[src/rtl/arp_rx_multi.sv]
// ARP frame receiver on a GMII byte stream. It checks the preamble, the
// destination MAC, an optional 802.1Q tag and the ARP header. It matches the
// target IP against a list of local addresses. On a valid frame it reports the
// sender and the index of the matching local IP.
module arp_rx_multi #(
   parameter logic [47:0]          BOARD_MAC     = 48'h00_11_22_33_44_55,
   parameter int                   IP_NUM        = 2,
   parameter logic [IP_NUM*32-1:0] BOARD_IP_LIST = {8'd192, 8'd168, 8'd1, 8'd11,
                                                    8'd192, 8'd168, 8'd1, 8'd10},
   parameter bit                   VLAN_EN       = 1'b1
) (
   input  logic        clk,
   input  logic        rst,
   input  logic        gmii_rx_dv,
   input  logic [7:0]  gmii_rxd,
   output logic        arp_rx_done,
   output logic        arp_rx_type,
   output logic [47:0] src_mac,
   output logic [31:0] src_ip,
   output logic [1:0]  ip_hit_idx,
   output logic [11:0] vlan_id,
   output logic [15:0] drop_cnt
);

   typedef enum logic [2:0] {
      IDLE, PREAMBLE, ETH_HEAD, VLAN_TAG, ARP_DATA, RX_END
   } state_t;

   state_t      state, state_n;
   logic [4:0]  cnt;        // byte index inside the current state
   logic        mac_ok;     // destination so far equals BOARD_MAC
   logic        bc_ok;      // destination so far equals broadcast
   logic [7:0]  prev_byte;  // previous byte, used for the EtherType check
   logic [11:0] vid_sh;
   logic [47:0] smac_sh;
   logic [31:0] sip_sh;
   logic [23:0] tip_sh;
   logic        reply;
   logic        accept, reject;
   logic [7:0]  mac_byte;
   logic        mac_ok_n, bc_ok_n;
   logic        hit;
   logic [1:0]  hit_idx;

   // Select the BOARD_MAC byte that is expected at the current header position
   always_comb begin
      case (cnt[2:0])
         3'd0:    mac_byte = BOARD_MAC[47:40];
         3'd1:    mac_byte = BOARD_MAC[39:32];
         3'd2:    mac_byte = BOARD_MAC[31:24];
         3'd3:    mac_byte = BOARD_MAC[23:16];
         3'd4:    mac_byte = BOARD_MAC[15:8];
         default: mac_byte = BOARD_MAC[7:0];
      endcase
   end

   assign mac_ok_n = mac_ok && (gmii_rxd == mac_byte);
   assign bc_ok_n  = bc_ok  && (gmii_rxd == 8'hFF);

   // Compare the full target IP with every local entry; the lowest index wins
   always_comb begin
      hit     = 1'b0;
      hit_idx = 2'd0;
      for (int i = IP_NUM - 1; i >= 0; i--) begin
         if ({tip_sh, gmii_rxd} == BOARD_IP_LIST[32*i +: 32]) begin
            hit     = 1'b1;
            hit_idx = 2'(i);
         end
      end
   end

   // Next-state logic with the accept and reject decisions for the current byte
   always_comb begin
      // NOTE: every output of this block gets a default first, so no latch is inferred.
      state_n = state;
      accept  = 1'b0;
      reject  = 1'b0;
      case (state)
         IDLE: begin
            if (gmii_rx_dv && gmii_rxd == 8'h55) state_n = PREAMBLE;
         end
         PREAMBLE: begin
            if (!gmii_rx_dv) begin
               state_n = IDLE;
            end else if (cnt < 5'd6) begin
               if (gmii_rxd != 8'h55) state_n = RX_END;
            end else begin
               state_n = (gmii_rxd == 8'hD5) ? ETH_HEAD : RX_END;
            end
         end
         ETH_HEAD: begin
            if (!gmii_rx_dv) begin
               reject  = 1'b1;
               state_n = IDLE;
            end else if (cnt < 5'd6) begin
               if (!mac_ok_n && !bc_ok_n) begin
                  reject  = 1'b1;
                  state_n = RX_END;
               end
            end else if (cnt == 5'd13) begin
               if ({prev_byte, gmii_rxd} == 16'h0806) begin
                  state_n = ARP_DATA;
               end else if (VLAN_EN && {prev_byte, gmii_rxd} == 16'h8100) begin
                  state_n = VLAN_TAG;
               end else begin
                  reject  = 1'b1;
                  state_n = RX_END;
               end
            end
         end
         VLAN_TAG: begin
            if (!gmii_rx_dv) begin
               reject  = 1'b1;
               state_n = IDLE;
            end else if ((cnt == 5'd2 && gmii_rxd != 8'h08) ||
                         (cnt == 5'd3 && gmii_rxd != 8'h06)) begin
               reject  = 1'b1;
               state_n = RX_END;
            end else if (cnt == 5'd3) begin
               state_n = ARP_DATA;
            end
         end
         ARP_DATA: begin
            if (!gmii_rx_dv) begin
               reject  = 1'b1;
               state_n = IDLE;
            end else begin
               case (cnt)
                  5'd0:    reject = (gmii_rxd != 8'h00);
                  5'd1:    reject = (gmii_rxd != 8'h01);
                  5'd2:    reject = (gmii_rxd != 8'h08);
                  5'd3:    reject = (gmii_rxd != 8'h00);
                  5'd4:    reject = (gmii_rxd != 8'h06);
                  5'd5:    reject = (gmii_rxd != 8'h04);
                  5'd6:    reject = (gmii_rxd != 8'h00);
                  5'd7:    reject = (gmii_rxd != 8'h01 && gmii_rxd != 8'h02);
                  5'd27: begin
                     accept = hit;
                     reject = !hit;
                  end
                  default: reject = 1'b0;
               endcase
               if (reject || accept) state_n = RX_END;
            end
         end
         RX_END: begin
            if (!gmii_rx_dv) state_n = IDLE;
         end
         default: state_n = RX_END;
      endcase
   end

   // State register; reset parks in RX_END so a frame already in flight is discarded
   always_ff @(posedge clk or posedge rst) begin
      if (rst) state <= RX_END;
      else     state <= state_n;
   end

   // Byte counter, header flags and field shift registers
   always_ff @(posedge clk or posedge rst) begin
      if (rst) begin
         cnt       <= '0;
         mac_ok    <= 1'b0;
         bc_ok     <= 1'b0;
         prev_byte <= '0;
         vid_sh    <= '0;
         smac_sh   <= '0;
         sip_sh    <= '0;
         tip_sh    <= '0;
         reply     <= 1'b0;
      end else begin
         if (state_n != state)  cnt <= '0;
         else if (gmii_rx_dv)   cnt <= cnt + 5'd1;
         if (gmii_rx_dv) prev_byte <= gmii_rxd;
         if (state == PREAMBLE && state_n == ETH_HEAD) begin
            mac_ok <= 1'b1;
            bc_ok  <= 1'b1;
            vid_sh <= '0;
         end
         if (state == ETH_HEAD && gmii_rx_dv && cnt < 5'd6) begin
            mac_ok <= mac_ok_n;
            bc_ok  <= bc_ok_n;
         end
         if (state == VLAN_TAG && gmii_rx_dv) begin
            if (cnt == 5'd0) vid_sh[11:8] <= gmii_rxd[3:0];
            if (cnt == 5'd1) vid_sh[7:0]  <= gmii_rxd;
         end
         if (state == ARP_DATA && gmii_rx_dv) begin
            if (cnt == 5'd7)                  reply   <= (gmii_rxd == 8'h02);
            if (cnt >= 5'd8  && cnt <= 5'd13) smac_sh <= {smac_sh[39:0], gmii_rxd};
            if (cnt >= 5'd14 && cnt <= 5'd17) sip_sh  <= {sip_sh[23:0], gmii_rxd};
            if (cnt >= 5'd24 && cnt <= 5'd26) tip_sh  <= {tip_sh[15:0], gmii_rxd};
         end
      end
   end

   // Output registers: the done pulse, the held results and the saturating drop counter
   always_ff @(posedge clk or posedge rst) begin
      if (rst) begin
         arp_rx_done <= 1'b0;
         arp_rx_type <= 1'b0;
         src_mac     <= '0;
         src_ip      <= '0;
         ip_hit_idx  <= '0;
         vlan_id     <= '0;
         drop_cnt    <= '0;
      end else begin
         arp_rx_done <= accept;
         if (accept) begin
            arp_rx_type <= reply;
            src_mac     <= smac_sh;
            src_ip      <= sip_sh;
            ip_hit_idx  <= hit_idx;
            vlan_id     <= vid_sh;
         end
         if (reject && drop_cnt != 16'hFFFF) drop_cnt <= drop_cnt + 16'd1;
      end
   end

endmodule

[config.mk]
export PLATFORM = sky130hd
export DESIGN_NAME = arp_rx_multi
export DESIGN_NICKNAME = d
export VERILOG_FILES = /design/src/rtl/arp_rx_multi.sv
export SDC_FILE = /design/constraint.sdc
export NUM_CORES = 1
export LEC_CHECK = 0
export CORE_ASPECT_RATIO = 0.7
export CORE_MARGIN = 5
export CORE_UTILIZATION = 30
export CTS_BUF_LIST = sky130_fd_sc_hd__clkbuf_4 sky130_fd_sc_hd__clkbuf_8
export DETAILED_ROUTE_END_ITERATION = 10
export PLACE_DENSITY = 0.48
export SLEW_MARGIN = 40
export SYNTH_ARGS = -nofsm -noshare
export SYNTH_HDL_FRONTEND = slang
export SYNTH_SLANG_ARGS = --single-unit
[constraint.sdc]
create_clock -name clk -period 12.6 [get_ports clk]
set_input_delay 1.26 -clock clk [delete_from_list [all_inputs] [get_ports clk]]
set_output_delay 1.26 -clock clk [all_outputs]
set_load 0.02 [all_outputs]
Word-level counts from Yosys, hierarchy flattened
Cells that the tools add are included.
Widths: inputs -> output; s select.

operators by class
  add/sub/neg operators = 2
  multiplexer cells = 50
  shifts and indexed selects = 0
  bitwise logic cells = 0
  equal/unequal tests = 36
  reductions and logical operators = 32
  $lt $le $gt $ge = 7
  divide/modulo/power cells = 0
  multipliers = 0

operator list
  cell                   number
  $eq 32x32->1 const B   2
  $mux 3                 17
  $pmux 7 s5             1
  $mux 12                2
  $mux 1                 22
  $eq 5x3->1 const B     4
  $pmux 3 s6             1
  $add 16x1->16 const B  1
  $eq 16x12->1 const B   1
  $eq 16x16->1 const B   1
  $eq 8x8->1 const B     2
  $logic_and 1x1->1      16
  $ne 16x16->1 const B   1
  $ne 8x3->1 const B     2
  $eq 3x2->1 const B     5
  $eq 5x2->1 const B     2
  $ge 5x4->1 const B     2
  $le 5x5->1 const B     2
  $mux 5                 2
  $eq 3x3->1 const B     3
  $eq 8x2->1 const B     1
  $eq 8x7->1 const B     1
  $eq 8x8->1             1
  $mux 8                 1
  25 further kinds       34

word-level totals
  bits of input ports = 11
  output and inout port bits = 112
  memories kept = 0
  memory bits (writable) = 0
  latch bits = 0
  bits in read-only memories = 0
  register bits after elaboration = 247

Depth between registers and ports, before layout
Gate-level depths: netlist of run 1.

  depth in word-level cells = 16
  depth in mapped cells = 12

Worst setup path after synthesis of run 1
OpenSTA, ideal clock, no wires.

  path kind = input-to-reg
  start = input gmii_rxd[4]
  end = register drop_cnt[1]
  path buffers = 1
  arrival = 3184 ps
  stages on the path = 9
  setup slack = 9292 ps
  cells stage by stage = buf_6 > or3_4 > nor4_4 > nor4b_4 > inv_1 > a221oi_1 > o21ai_1 > nand2_1 > mux2_2

between the ends
  cells in the longest elaborated chain, start to end = 10
  elaborated cells between the ends (all ways) = 38

RTL lines
  item                  line  text
  from (decl)           15    input logic [7:0] gmii_rxd,
  $eq 32x32->1          65    if ({tip_sh, gmii_rxd} == BOARD_IP_LIST[32*i +: 32]) begin
  $mux 1 (2 in a row)   65
  $logic_not 1->1       139   reject = !hit;
  $pmux 1 s7            128   case (cnt)
  $mux 1                124   if (!gmii_rx_dv) begin
  $mux 1                78    case (state)
  $mux 1                124
  $pmux 1 s3 *          78
  $logic_and 1x1->1 *   216   if (reject && drop_cnt != 16'hFFFF) drop_cnt <= drop_cnt + 16'd1;
  to (signal assigned)  216
  to (decl)             22    output logic [15:0] drop_cnt

Every way passes the cells marked *; elsewhere a longest branch is shown, timed or not. The select of a mux whose other input is x is not followed.
A chain may end at the register's enable or synchronous reset.

Worst setup path in the final report of run 1
  start = input gmii_rxd[3]
  end = register drop_cnt[1]

The elaborated chain is that of the path after synthesis.

==> results of run 1 <==
[cell families after synthesis]
| group | synth area share, % |
|---|---|
| buffers and inverters | 3.860 |
| xor gates and xnor gates | 1.673 |
| muxes | 11.48 |
| other | 0.03582 |
| and+or+nand+nor | 18.79 |
| adders and majority gates | 0.7170 |
| DFF | 58.82 |
| AOI/OAI and AO/OA | 4.625 |
[through the flow]
stage,cell area (um2),cells
after floorplan,10470,954
after CTS,13020,1577
after detailed placement,12100,1501
after global routing,13030,1577
final,13030,1577
after global placement,12030,1499
[area by class of cell]
cell class / instances / area (um2)
clock buffers: 74 / 899.6
clock inverters: 2 / 18.77
fillers: 3434 / 21560
inverters: 18 / 80.08
multi-input cells: 635 / 3960
flip-flops and latches: 246 / 6158
well taps: 472 / 590.6
repair buffers: 130 / 1318
[path summary, 6_finish.rpt]
path	from	end	slack [ns]	cells after the start
max	gmii_rxd[3]	drop_cnt[1]$_DFFE_PP0P_	8.38	8
min	src_mac[46]$_DFFE_PP0P_	src_mac[46]$_DFFE_PP0P_	0.46	2
max reg2reg	cnt[2]$_DFFE_PP0P_	drop_cnt[1]$_DFFE_PP0P_	8.85	9
min reg2reg	src_mac[46]$_DFFE_PP0P_	src_mac[46]$_DFFE_PP0P_	0.46	2
max in group asynchronous	rst	src_ip[16]$_DFFE_PP0P_	9.70	4
min in group asynchronous	rst	drop_cnt[6]$_DFFE_PP0P_	1.20	2
[tightest hold or removal path, cell delays in order (launching register included)]
cell and delay, ns:
dfrtp_1 0.34, nand2_1 0.05, nand2_1 0.04
[layout by cell type (no fill, tap or decap), types with 3 or more instances in the layout]
cell | synthesis | routed
ha_1 | 6 | 6
nand4b_1 | 3 | 3
nor3_1 | 5 | 5
buf_4 | 6 | 4
mux2_2 | 105 | 105
nor2_1 | 17 | 16
dfrtp_1 | 244 | 244
o31ai_1 | 3 | 3
xnor2_1 | 20 | 20
o21ai_0 | 31 | 31
and3_1 | 13 | 13
nor4b_1 | 5 | 4
nand4_1 | 19 | 19
or3_1 | 5 | 5
buf_6 | 2 | 3
a21oi_1 | 7 | 7
nor2b_1 | 5 | 5
clkbuf_4 | 0 | 19
inv_1 | 18 | 17
nand2_1 | 304 | 303
nor4_1 | 6 | 5
nand3_1 | 26 | 26
clkbuf_8 | 2 | 55
clkdlybuf4s50_1 | 0 | 121
and2_1 | 4 | 4
[registers in the layout (all words and copies together) (netlist names), 8 cells and up]
register / count
drop_cnt: 16
prev_byte: 8
sip_sh: 32
smac_sh: 48
src_ip: 32
src_mac: 48
tip_sh: 24
vid_sh: 12
vlan_id: 12
[routing by layer]
metal | part of all wire [%] | vias to the layer above | track usage [%]
met4 | 1.8 | 0 | 3.439
met5 | 0 | - | 0
li1 | - | 3463 | -
met2 | 42 | 143 | 19.89
met3 | 5.0 | 37 | 3.247
met1 | 51 | 3641 | 21.71
[power by group through the flow]
stage / logic [mW] / clock network [mW] / registers, mW
2_1_floorplan: 0.130 / 0 / 0.836
3_3_place_gp: 0.168 / 0 / 0.854
3_5_place_dp: 0.167 / 0 / 0.854
4_1_cts: 0.168 / 0.809 / 0.840
5_1_grt: 0.184 / 0.851 / 0.845
6_report: 0.169 / 0.772 / 0.841
==> flow_summary.ini, run 1 <==
[status]
outcome = complete, no violations

[cells_and_area]
area_growth_pct = 24.40
utilization_pct = 37.66
n_antenna_cell = 0
num-nets-final = 1090
drive_above_1_share_pct = 19.10

[pwr]
cellLeakagePower_nw = 6.291
p_sw_share_pct = 26.44
max-vdd-ir-drop_uv = 87.61
p_comb_share_pct = 9.5
power.internal_mw = 1.311
p_per_area_nw_per_um2 = 136.8
p_seq_share_pct = 47.2
total_power_mw = 1.782
power_frac_clock_pct = 43.3
power.switching_mw = 0.4710

[clock_tree]
cts_tree = built
cts-root-buf = clkbuf_8
path_clk_slew_ns = 0.06
hold_buffers = 0
post_cts_buffers = 0
cts_resized = 0
clk_latency_ns = 0.56
clk_path_buf_depth = 3
cts.sinks = 246
cts_buffers = 42
cts-htree-levels = 2

[routing]
wirelength_um = 27180
vias = 7284
drcViolationCount = 0
wl_per_cell_um = 17.23
firstDrtPassIters = 4
ant_nets = 0
drt_iter0_markers = 500
viasPerCell = 4.619

[timing]
slew_viol_final = 0
hold_viol_final = 0
layout_min_cycle_time_ns = 4.216
holdWs_ns = 0.4594
slew-limit-headroom_pct = 47.33
worst_pin_slew_ns = 0.7853
setup_ws_ns = 8.384
finalClockSkew_ns = 0.01691
period_share_pct = 33.46
fin_tns_setup_ns = 0
setup_violations = 0
rsz0062_at_grt = false
clock.fmax_ghz = 0.2372

[synth]
synth_edf_count = 0
synth_flop_cell = dfrtp_1
synth_common_cells = nand2_1 (304), dfrtp_1 (244), mux2_2 (105), o21ai_0 (31), clkbuf_1 (29)
synth_area_leaders = dfrtp_1 (58%), mux2_2 (11%), nand2_1 (11%)
synth_nets = 971
synth.avg_cell_area_um2 = 10.97
syn_area_um2 = 10470
async_flop_share_pct = 100.0
synth_seq_cells = 246
syn-instance-count = 954
yosysTopAreaCell = dfrtp_1
ys_warn_count = 0
synth_top_area_share_pct = 58.32
yosysUniqueCellTypes = 70
yosysSeqAreaShare_pct = 58.82
synth_most_common_cell = nand2_1

[setup_path]
cp.arrival_ns = 4.65
required_ns = 13.04
cp_max_fo = 15
crit_slowest_cell = clkdlybuf4s50_1
path_class = primary input to register
critical_path_buf_inv_count = 1
path_cells = clkdlybuf4s50_1 -> or3b_1 -> nor4_2 -> o21ai_0 -> o31ai_1 -> o21ai_2 -> nand2_1 -> mux2_2
crit_path_max_incr_delay_ns = 0.87
critical_path.top_delay_family = simple AND/OR/NAND/NOR gates
end_kind = register
worstSetupStartpointType = primary input

[placement]
place_ws_ns = 7.895
gp_congestion = 0.8556
io_buffers = 121
hpwl_um = 17780

[global_route]
grt_pass1_wl_um = 43900
antenna_found_initial = 0
grt_max_degree = 117
grt_overflow = 0
first_global_vias = 7208
globalRouteTotalUtil_pct = 14.08

[floorplan]
dieHeight_um = 166.3
core_area_um2 = 34590
ios = 123
dieArea_um2 = 38800
fp-row-count = 57
start_util_pct = 30.27
die_x_um = 233.3

[job]
max_cap_viol_count = 0

[min_path]
hp-class = register to register
Power figures use the tool's default switching activity.
==> inputs of run 2 (changes only) <==
- clock period: 12.6 -> 4.4 ns (I/O delays scaled with it)
==> flow_summary.ini, run 2 (same netlist as run 1, synthesis figures left out) <==
[global_route]
grt_overflow = 0
globalRouteTotalUtil_pct = 14.46
first_global_vias = 7535
antenna_found_initial = 0
grt_pass1_wl_um = 45080
grt_max_degree = 105

[job]
max_cap_viol_count = 0

[routing]
vias = 7208
ant_nets = 0
drt_iter0_markers = 421
wirelength_um = 27620
viasPerCell = 4.536
firstDrtPassIters = 4
wl_per_cell_um = 17.38
drcViolationCount = 0

[timing]
setup_ws_ns = 0.9178
hold_viol_final = 0
worst_pin_slew_ns = 0.7228
setup_violations = 0
period_share_pct = 79.14
fin_tns_setup_ns = 0
slew_viol_final = 0
rsz0062_at_grt = false
layout_min_cycle_time_ns = 3.482
clock.fmax_ghz = 0.2872
finalClockSkew_ns = 0.02175
slew-limit-headroom_pct = 51.14

[cells_and_area]
drive_above_1_share_pct = 19.87
fill_cells = 3471
num-nets-final = 1104
multi_input_area_um2 = 3958
seq_area_um2 = 6158
final_common_cell = nand2_1
reg_top3 = smac_sh: 48 flops, src_mac: 48 flops
final_cell_mix = nand2_1 (303), dfrtp_1 (244), clkdlybuf4s50_1 (121)
area_growth_pct = 25.36
n_antenna_cell = 0

[clock_tree]
clk_path_buf_depth = 3
clk_latency_ns = 0.55
cts_buffers = 42
post_cts_buffers = 0
cts_resized = 0
cts_tree = built
cts-htree-levels = 2
hold_buffers = 0
path_clk_slew_ns = 0.06
cts.sinks = 246
cts-root-buf = clkbuf_8

[pwr]
p_comb_share_pct = 10.1
power.switching_mw = 1.353
power_frac_clock_pct = 42.6
cellLeakagePower_nw = 6.365
p_per_area_nw_per_um2 = 387.0
p_seq_share_pct = 47.3
power.internal_mw = 3.726
p_sw_share_pct = 26.64
max-vdd-ir-drop_uv = 150.8

[placement]
hpwl_um = 18720
gp_congestion = 0.8421
io_buffers = 121
place_ws_ns = 0.6214

[min_path]
hp-class = primary input to asynchronous set/reset pin

[floorplan]
dieArea_um2 = 38800
dieHeight_um = 166.3
start_util_pct = 30.27
die_x_um = 233.3
ios = 123
fp-row-count = 57
core_area_um2 = 34590

[setup_path]
crit_end = drop_cnt[1]$_DFFE_PP0P_
end_kind = register
required_ns = 4.84
path_class = register to register
rr_worst_depth = 11
cp_max_fo = 15
worstReg2RegEnd = drop_cnt[1]$_DFFE_PP0P_
crit_start = cnt[1]$_DFFE_PP0P_
worstSetupStartpointType = register
r2r_setup_slack_ns = 0.92
cp.arrival_ns = 3.92
worstReg2RegStart = cnt[1]$_DFFE_PP0P_

[status]
outcome = complete, no violations
[run 2: cell types whose count changed in the layout (fill, tap and decap cells not counted), moves of 2 or more]
cell	change
buf_6	-3
clkbuf_8	-2
clkinv_2	+2
buf_4	+13
buf_12	+4
clkbuf_4	-2
[run 2: how the worst min path moves through the flow]
stage / start / to / slack [ns] / cells past startpoint
after floorplan: reply$_DFFE_PP0P_ / arp_rx_type$_DFFE_PP0P_ / 0.44 / 2
after global placement: src_mac[9]$_DFFE_PP0P_ / src_mac[9]$_DFFE_PP0P_ / 0.45 / 2
after detailed placement: src_mac[9]$_DFFE_PP0P_ / src_mac[9]$_DFFE_PP0P_ / 0.46 / 2
after CTS: rst / src_mac[39]$_DFFE_PP0P_ / 0.24 / 2
after global routing: rst / src_mac[41]$_DFFE_PP0P_ / 0.29 / 2
final: rst / src_mac[39]$_DFFE_PP0P_ / 0.28 / 2
[run 2: stage by stage]
stage | std cells | util [%] | total power, mW | cell area (um2) | hold WS (ns)
after floorplan | 954 | - | 2.768 | 10470 | 0.4397
after global placement | 1513 | 35.25 | 2.960 | 12190 | 0.4507
after detailed placement | 1515 | 35.38 | 2.955 | 12240 | 0.4555
after CTS | 1589 | 37.95 | 5.192 | 13130 | 0.2389
after global routing | 1589 | 37.95 | 5.354 | 13130 | 0.2923
final | 1589 | 37.95 | 5.079 | 13130 | 0.2780
[run 2: area by class of cell]
cell class | count | share of cell area [%]
sequential | 246 | 46.92
multi-input combinational | 635 | 30.15
timing repair buffer | 144 | 11.13
clock buffer | 70 | 6.530
tap | 472 | 4.500
inverter | 18 | 0.5434
clock inverter | 4 | 0.2193
[run 2: power groups by stage]
stage / clock network (mW) / registers, mW / logic (mW)
6_report: 2.16 / 2.40 / 0.514
5_1_grt: 2.37 / 2.41 / 0.576
4_1_cts: 2.27 / 2.40 / 0.518
3_5_place_dp: 0 / 2.44 / 0.515
3_3_place_gp: 0 / 2.44 / 0.524
2_1_floorplan: 0 / 2.39 / 0.373
[run 2: worst max-delay path: stages, from the launching register on]
cell	delay (ns)
dfrtp_1	0.52
inv_1	0.17
ha_1	0.32
nor4_1	0.40
o21ai_0	0.16
a221oi_2	0.36
a21oi_1	0.17
a221oi_1	0.33
o21ai_1	0.23
buf_4	0.25
nand2_1	0.11
mux2_2	0.36
[run 2: per-layer routing]
layer  global-route usage [%]  part of all wire [%]  vias up  wire, um
met4                    4.055                   2.1        0       582
met2                    20.73                    42      122     11720
li1                         -                     -     3482         -
met5                        0                     0        -         0
met1                    22.07                    51     3562     14150
met3                    2.905                   4.3       42      1174
